<file path="src/rtl/alu_ctrl_seq.sv">
// Instruction fetch/decode sequencer for the datapath ALU.
// It fetches over a req/ack handshake, evaluates conditions against the flag register, and drives ALU control and register-file addresses.
module alu_ctrl_seq #(
    parameter int              PC_W   = 16,
    parameter logic [PC_W-1:0] RST_PC = '0
) (
    input  logic            clk,
    input  logic            rst,
    output logic            instr_req,
    output logic [PC_W-1:0] instr_addr,
    input  logic            instr_ack,
    input  logic [31:0]     instr_data,
    output logic [3:0]      opcode,
    output logic            S,
    output logic [2:0]      SR_Cont,
    output logic [4:0]      SR_Bit,
    output logic [15:0]     Imm,
    output logic [3:0]      rn_addr,
    output logic [3:0]      rm_addr,
    output logic [3:0]      rd_addr,
    output logic            rd_we,
    input  logic            N,
    input  logic            Z,
    input  logic            C,
    input  logic            V,
    output logic [3:0]      flags,
    output logic            retired,
    output logic            halted,
    output logic            illegal
);

    typedef enum logic [2:0] {
        ST_FETCH,
        ST_DECODE,
        ST_EXEC,
        ST_WB,
        ST_HALT
    } state_t;

    localparam logic [3:0] OP_MOVI = 4'b0110;
    localparam logic [3:0] OP_BR   = 4'b1011;
    localparam logic [3:0] OP_HALT = 4'b1101;

    state_t          r_state;
    logic [PC_W-1:0] r_pc;
    logic [31:0]     r_instr;
    logic            r_req;
    logic [3:0]      r_opcode;
    logic            r_s;
    logic [2:0]      r_sr_cont;
    logic [4:0]      r_sr_bit;
    logic [15:0]     r_imm;
    logic [3:0]      r_rn;
    logic [3:0]      r_rm;
    logic [3:0]      r_rd;
    logic            r_rd_we;
    logic [3:0]      r_flags;
    logic [3:0]      r_shadow;
    logic            r_retired;
    logic            r_halted;
    logic            r_illegal;

    logic [3:0]      w_op;
    logic            w_illegal_op;
    logic            w_cond_ok;
    logic [31:0]     w_br_sum;
    logic [PC_W-1:0] w_br_pc;
    logic [PC_W-1:0] w_pc_inc;

    assign w_op         = r_instr[27:24];
    assign w_illegal_op = w_op[3] && (w_op != OP_BR) && (w_op != OP_HALT);
    assign w_pc_inc     = r_pc + PC_W'(1);
    // Branch offset is a signed 24-bit word count; the target wraps at the PC width.
    assign w_br_sum     = 32'(r_pc) + 32'd1 + {{8{r_instr[23]}}, r_instr[23:0]};
    assign w_br_pc      = w_br_sum[PC_W-1:0];

    // Conditions use the architectural flags {N,Z,C,V}, never the live ALU outputs.
    always_comb begin
        w_cond_ok = 1'b0;
        case (r_instr[31:28])
            4'h0:    w_cond_ok = r_flags[2];
            4'h1:    w_cond_ok = !r_flags[2];
            4'h2:    w_cond_ok = r_flags[1];
            4'h3:    w_cond_ok = !r_flags[1];
            4'h4:    w_cond_ok = r_flags[3];
            4'h5:    w_cond_ok = !r_flags[3];
            4'h6:    w_cond_ok = r_flags[0];
            4'h7:    w_cond_ok = !r_flags[0];
            4'h8:    w_cond_ok = r_flags[1] && !r_flags[2];
            4'h9:    w_cond_ok = !r_flags[1] || r_flags[2];
            4'hA:    w_cond_ok = (r_flags[3] == r_flags[0]);
            4'hB:    w_cond_ok = (r_flags[3] != r_flags[0]);
            4'hC:    w_cond_ok = !r_flags[2] && (r_flags[3] == r_flags[0]);
            4'hD:    w_cond_ok = r_flags[2] || (r_flags[3] != r_flags[0]);
            4'hE:    w_cond_ok = 1'b1;
            default: w_cond_ok = 1'b0;
        endcase
    end

    always_ff @(posedge clk) begin
        if (rst) begin
            r_state   <= ST_FETCH;
            r_pc      <= RST_PC;
            r_instr   <= '0;
            r_req     <= 1'b0;
            r_opcode  <= '0;
            r_s       <= 1'b0;
            r_sr_cont <= '0;
            r_sr_bit  <= '0;
            r_imm     <= '0;
            r_rn      <= '0;
            r_rm      <= '0;
            r_rd      <= '0;
            r_rd_we   <= 1'b0;
            r_flags   <= '0;
            r_shadow  <= '0;
            r_retired <= 1'b0;
            r_halted  <= 1'b0;
            r_illegal <= 1'b0;
        end else begin
            r_retired <= 1'b0;
            r_rd_we   <= 1'b0;
            case (r_state)
                ST_FETCH: begin
                    // An ack only counts once the request is actually on the bus.
                    if (r_req && instr_ack) begin
                        r_instr <= instr_data;
                        r_req   <= 1'b0;
                        r_state <= ST_DECODE;
                    end else begin
                        r_req <= 1'b1;
                    end
                end
                ST_DECODE: begin
                    r_opcode <= w_op;
                    if (w_op == OP_MOVI) begin
                        r_s       <= 1'b0;
                        r_sr_cont <= '0;
                        r_sr_bit  <= '0;
                        r_imm     <= r_instr[15:0];
                        r_rd      <= r_instr[23:20];
                        r_rn      <= '0;
                        r_rm      <= '0;
                    end else begin
                        r_s       <= r_instr[23];
                        r_sr_cont <= r_instr[22:20];
                        r_sr_bit  <= r_instr[19:15];
                        r_imm     <= '0;
                        r_rd      <= r_instr[14:11];
                        r_rn      <= r_instr[10:7];
                        r_rm      <= r_instr[6:3];
                    end
                    if (w_illegal_op) begin
                        r_halted  <= 1'b1;
                        r_illegal <= 1'b1;
                        r_state   <= ST_HALT;
                    end else if (!w_cond_ok) begin
                        r_pc      <= w_pc_inc;
                        r_retired <= 1'b1;
                        r_req     <= 1'b1;
                        r_state   <= ST_FETCH;
                    end else if (w_op == OP_HALT) begin
                        r_halted  <= 1'b1;
                        r_retired <= 1'b1;
                        r_state   <= ST_HALT;
                    end else if (w_op == OP_BR) begin
                        r_pc      <= w_br_pc;
                        r_retired <= 1'b1;
                        r_req     <= 1'b1;
                        r_state   <= ST_FETCH;
                    end else begin
                        r_state <= ST_EXEC;
                    end
                end
                ST_EXEC: begin
                    r_shadow <= {N, Z, C, V};
                    r_rd_we  <= 1'b1;
                    r_state  <= ST_WB;
                end
                ST_WB: begin
                    if (r_s) begin
                        r_flags <= r_shadow;
                    end
                    r_pc      <= w_pc_inc;
                    r_retired <= 1'b1;
                    r_req     <= 1'b1;
                    r_state   <= ST_FETCH;
                end
                default: begin
                    r_req   <= 1'b0;
                    r_state <= ST_HALT;
                end
            endcase
        end
    end

    assign instr_req  = r_req;
    assign instr_addr = r_pc;
    assign opcode     = r_opcode;
    assign S          = r_s;
    assign SR_Cont    = r_sr_cont;
    assign SR_Bit     = r_sr_bit;
    assign Imm        = r_imm;
    assign rn_addr    = r_rn;
    assign rm_addr    = r_rm;
    assign rd_addr    = r_rd;
    assign rd_we      = r_rd_we;
    assign flags      = r_flags;
    assign retired    = r_retired;
    assign halted     = r_halted;
    assign illegal    = r_illegal;

endmodule

</file>
<file path="config.mk">
export PLATFORM = sky130hd
export DESIGN_NAME = alu_ctrl_seq
export DESIGN_NICKNAME = d
export VERILOG_FILES = /design/src/rtl/alu_ctrl_seq.sv
export SDC_FILE = /design/constraint.sdc
export NUM_CORES = 1
export LEC_CHECK = 0
export CAP_MARGIN = 20
export CORE_MARGIN = 2
export CORE_UTILIZATION = 56
export CTS_CLUSTER_SIZE = 12
export DETAILED_ROUTE_END_ITERATION = 6
export HOLD_SLACK_MARGIN = 0.15
export PLACE_DENSITY_LB_ADDON = 0.3
export REMOVE_ABC_BUFFERS = 1
export SKIP_LAST_GASP = 1
export SLEW_MARGIN = 10
export SYNTH_ARGS = -nofsm -noshare
export SYNTH_HDL_FRONTEND = slang
export SYNTH_SLANG_ARGS = --single-unit
</file>
<file path="constraint.sdc">
create_clock -name clk -period 6.62 [get_ports clk]
set_input_delay 1.655 -clock clk [delete_from_list [all_inputs] [get_ports clk]]
set_output_delay 1.655 -clock clk [all_outputs]
set_load 0.01 [all_outputs]
</file>
# After elaboration in Yosys (flattened, before gate mapping)
# Index checks and enable logic that the tools add are counted.
totals:
  ff_bits: 105
  inputBits: 39
  output_inout_bits: 66
  word_cells: 106
classes:
  addsub: 3
  n_eq_ne: 28
  mux: 34
  bitwise: 1
  n_reduce_logical: 22
op_table:
  columns: ["op", "n"]
  rows:
  - ["2-to-1 mux 16 bit", 5]
  - ["equality test 4 bit (second input constant)", 9]
  - ["adder 16 x 1 -> 16 bit (second input constant)", 2]
  - ["case mux 16 bit (2 select lines)", 1]
  - ["equality test 4 x 3 -> 1 bit (second input constant)", 5]
  - ["adder 16 bit", 1]
  - ["2-to-1 mux 3 bit", 5]
  - ["case mux 1 bit (15 select lines)", 1]
  - ["2-to-1 mux 1 bit", 14]
  - ["2-to-1 mux 4 bit", 3]
  - ["case mux 3 bit (4 select lines)", 1]
  - ["equality test 4 x 2 -> 1 bit (second input constant)", 2]
  - ["inequality test 4 bit (second input constant)", 2]
  - ["AND reduction 4 bit", 2]
  - ["equality test 3 x 2 -> 1 bit (second input constant)", 2]
  - ["inequality test 3 bit (second input constant)", 2]
  - ["AND reduction 2 bit", 3]
  - ["nonzero test 2 bit", 3]
  - ["logical AND 1 bit", 5]
  - ["2-to-1 mux 5 bit", 1]
  - ["equality test 4 x 1 -> 1 bit (second input constant)", 1]
  - ["zero test 1 bit", 4]
  - ["zero test 4 bit", 1]
  - ["inequality test 2 bit (second input constant)", 2]
  - ["other kinds (10)", 11]

# Longest topological paths before layout
depth:
  word_depth: 7
  ltp_mapped: 11
  ltp_nobuf: 11

# Worst setup path before layout
# Ideal clock, no wire load.
synth_timing:
  path_type: "input to register"
  from: "in instr_ack"
  to: "reg r_instr[10]"
  setup_time_ps: 70
  t_arrival_ps: 2608
  t_required_ps: 6550
  path_slack_ps: 3942
  stages: 5
  path_buffers: 1
  cell_sequence: "nand2_1 -> nor4_1 -> clkbuf_1 -> nand2_1 -> a21oi_1"
synth_between:
  elab_chain_len: 2
synth_rtl:
  columns: ["element", "line_no", "source"]
  rows:
  - ["start: declaration", "11", "input logic instr_ack,"]
  - ["logical AND 1 bit", "126", "if (r_req && instr_ack) begin"]
  - ["AND reduction 2 bit (no source line)", null, null]
  - ["end signal: assignment", "127", "r_instr <= instr_data;"]
  - ["end: declaration", "46", "logic [31:0] r_instr;"]
# Every way passes these cells.
# A chain may end at the register's enable or synchronous reset.

# Worst setup path in the final report
layout_timing:
  from: "reg r_pc[7] (netlist: instr_addr[7])"
  to: "out instr_addr[7]"
layout_lines:
  columns: ["element", "line_no", "source"]
  rows:
  - ["start: declaration", "45", "logic [PC_W-1:0] r_pc;"]
  - ["start signal: assignment", "158", "r_pc <= w_pc_inc;"]
  - ["start signal: assignment", "167", "r_pc <= w_br_pc;"]
  - ["start signal: assignment", "184", "r_pc <= w_pc_inc;"]
  - ["end: declaration", "10", "output logic [PC_W-1:0] instr_addr,"]
# No word-level cell between the ends.

==> summary.md <==
| Metric | Value |
|---|---|
| Row count | `35` |
| Top FF cell, synth | `dfxtp_1` |
| Post-CTS setup buffer count | `0` |
| Mapped Cells | `656` |
| Hold buffers post-CTS | `0` |
| Core ar. | `0.00920 sq mm` |
| Syn. warnings | `0` |
| Number of global-route vias before repair | `4720` |
| Maximum clock insertion buffer count | `2` |
| Status | `finished clean` |
| Leakage | `0.00245 uW` |
| Clock transition at path regs | `0.11 ns` |
| Die Height | `101 um` |
| Register bit count reported by yosys | `105` |
| Critical Path Fanout Max | `10` |
| Routability cong. | `0.943` |
| CTS H-Tree Depth | `3` |
| VDD IR max | `133 uV` |
| Hold Path Class | `reg2reg` |
| Synth Cell Area | `0.00529 sq mm` |
| Fin Clk Skew | `0.0132 ns` |
| Share of cells above drive strength 1 | `5.38%` |
| Routed Antenna Nets | `0` |
| CTS tree | `done` |
| EDFF count, synth | `0` |
| Grt ovf | `0` |
| Critical path cell sequence | `clkdlybuf4s50_1` |
| Area of the die | `0.0102 sq mm` |
| Initial drt markers | `333` |
| Setup TNS Final | `0 ns` |
| Pin count of the biggest net entering global routing | `84` |
| PwrDens | `193 mW/mm^2` |
| Data arrival, critical path | `1.54 ns` |
| RSZ-0062 raised after global routing | `false` |
| Critical Path RT | `4.97 ns` |
| Met3 Routed Length | `1.00 mm` |
| Crit Path Class | `reg2out` |
| Setup crit end kind | `output pin` |
| First-pass GRT wire length | `22.5 mm` |
| Clock sink total | `105` |
| Nets@finish | `795` |
| Avg Vias per Cell | `6.07` |
| Drt wl/cell | `16.3 um` |
| Worst Tran Pin Value | `0.959 ns` |
| Wl on met1 | `6.16 mm` |
| Final worst-path cycle share | `48.3%` |
| Top-level port count | `105` |
| Yosys cell types | `70` |
| Max-slew violations | `0` |
| Final core occ | `71.7%` |
| Fmax | `313 MHz` |
| Clock Latency Late Sink | `0.38 ns` |
| Clock root cell | `clkbuf_8` |
| Sequential area share after synthesis | `39.7%` |
| Port bufs | `104` |
| Cts repair resizes | `0` |
| CP top delay family | `buffers and inverters` |
| Fin. Hold Viols | `0` |
| Vias | `5190` |
| Slew margin rel. | `36.0%` |
| Slowest cell delay on critical path | `0.61 ns` |
| DP HPWL | `9.81 mm` |
| Chip width | `101 um` |
| Max Cap Violations | `0` |
| N_diodes | `0` |
| Num CTS Buffers | `9` |
| Average cell area after synthesis | `8.07 sq um` |
| Drt pass-1 iters | `5` |
| Area delta synth->final | `24.6%` |
| WL met2 | `6.65 mm` |
| Highest routed layer | `met4` |
| Starting Density | `57.5%` |
| Buf+Inv Stages, Crit Path | `1` |
| WL final | `14.0 mm` |
| Initial antenna violation count | `0` |
| Critical Path Source Type | `register` |
| Slowest cell on the critical path | `clkdlybuf4s50_1` |
| Total Routing Usage GR | `27.1%` |
| Async set-reset flop share out of synthesis | `0%` |
| Final setup viols | `0` |
| DRC | `0` |
| Crit path time final | `3.20 ns` |
[state kept, by name, summed over array words and instances (netlist names), 3 cells and up]
name,flops
Imm,16
r_instr,32
r_shadow,4
flags,4
r_state,3
SR_Cont,3
instr_addr,16
rd_addr,4
SR_Bit,5
rn_addr,4
rm_addr,4
opcode,4
[stage by stage]
stage | total power (uW) | setup slack (ns) | cell area [sq um] | instances | hold slack, ns
2_1_floorplan | 774 | 2.32 | 5080 | 615 | 0.430
3_3_place_gp | 847 | 3.15 | 6320 | 836 | 0.442
3_5_place_dp | 854 | 3.05 | 6320 | 836 | 0.452
4_1_cts | 1270 | 3.14 | 6540 | 852 | 0.466
5_1_grt | 1320 | 3.39 | 6590 | 855 | 0.481
6_report | 1270 | 3.42 | 6590 | 855 | 0.466
[cell usage after synthesis (6+ instances only)]
| library cell | instances | area, sq um |
|---|---|---|
| nand2_1 | 113 | 424 |
| dfxtp_1 | 105 | 2100 |
| nor2_1 | 73 | 274 |
| a21oi_1 | 63 | 315 |
| a22oi_1 | 34 | 255 |
| clkbuf_1 | 30 | 113 |
| o21ai_0 | 25 | 125 |
| ha_1 | 16 | 200 |
| inv_1 | 15 | 56.3 |
| nor3_1 | 15 | 75.1 |
| mux2i_1 | 14 | 140 |
| a211oi_1 | 13 | 97.6 |
| nand3_1 | 13 | 65.1 |
| nand4_1 | 10 | 62.6 |
| nor2b_1 | 8 | 50.1 |
| a21o_1 | 6 | 45.0 |
| and3_1 | 6 | 37.5 |
[worst paths after layout]
| path | from | to | slack [ns] | depth (start not counted) |
|---|---|---|---|---|
| worst max-delay path | instr_addr[7]$_SDFFE_PP0P_ | instr_addr[7] | 3.42 | 1 |
| worst min-delay path | opcode[3]$_SDFFE_PP0P_ | opcode[3]$_SDFFE_PP0P_ | 0.47 | 2 |
| worst max register to register | instr_addr[0]$_SDFFE_PP0P_ | instr_addr[14]$_SDFFE_PP0P_ | 3.55 | 11 |
| worst min register to register | opcode[3]$_SDFFE_PP0P_ | opcode[3]$_SDFFE_PP0P_ | 0.47 | 2 |
[area by class of cell]
cell class                      instances  area, sq um
Multi-Input combinational cell        494         2940
Fill cell                             710         2610
Sequential cell                       105         2100
Inverter                               16         60.1
Timing Repair Buffer                  113         1140
Tap cell                              111          139
Clock inverter                          7         88.8
Clock buffer                            9          124
[layout by cell type (no fill, tap or decap), types with 13 or more instances in the layout]
| master | Yosys | final |
|---|---|---|
| a211oi_1 | 13 | 13 |
| a21oi_1 | 63 | 63 |
| a22oi_1 | 34 | 34 |
| clkdlybuf4s50_1 | 0 | 103 |
| dfxtp_1 | 105 | 105 |
| ha_1 | 16 | 16 |
| inv_1 | 15 | 15 |
| mux2i_1 | 14 | 14 |
| nand2_1 | 113 | 113 |
| nand3_1 | 13 | 13 |
| nor2_1 | 73 | 73 |
| nor3_1 | 15 | 15 |
| o21ai_0 | 25 | 25 |
[layer usage]
layer	track usage [%]	vias to the layer above
li1	-	2526
met1	36.6	2440
met2	45.3	206
met3	5.24	18
met4	5.72	0
met5	0	-
[power breakdown]
group | switching [uW] | leakage [uW] | internal (uW)
combinational | 97.9 | 0.00149 | 78.4
clock | 242 | 0.000109 | 184
sequential | 23.0 | 0.000850 | 649
total | 363 | 0.00245 | 911
[logic make-up after synthesis]
kind of cell	synth area share [%]
AND/OR/NAND/NOR	23.6
AO/OA/AOI/OAI	23.4
flip-flops	39.7
buffers and inverters	5.08
adder cells (fa/ha/maj)	4.16
multiplexers	2.86
XOR/XNOR	1.16
Note: power is estimated with default switching activity, not from simulation.
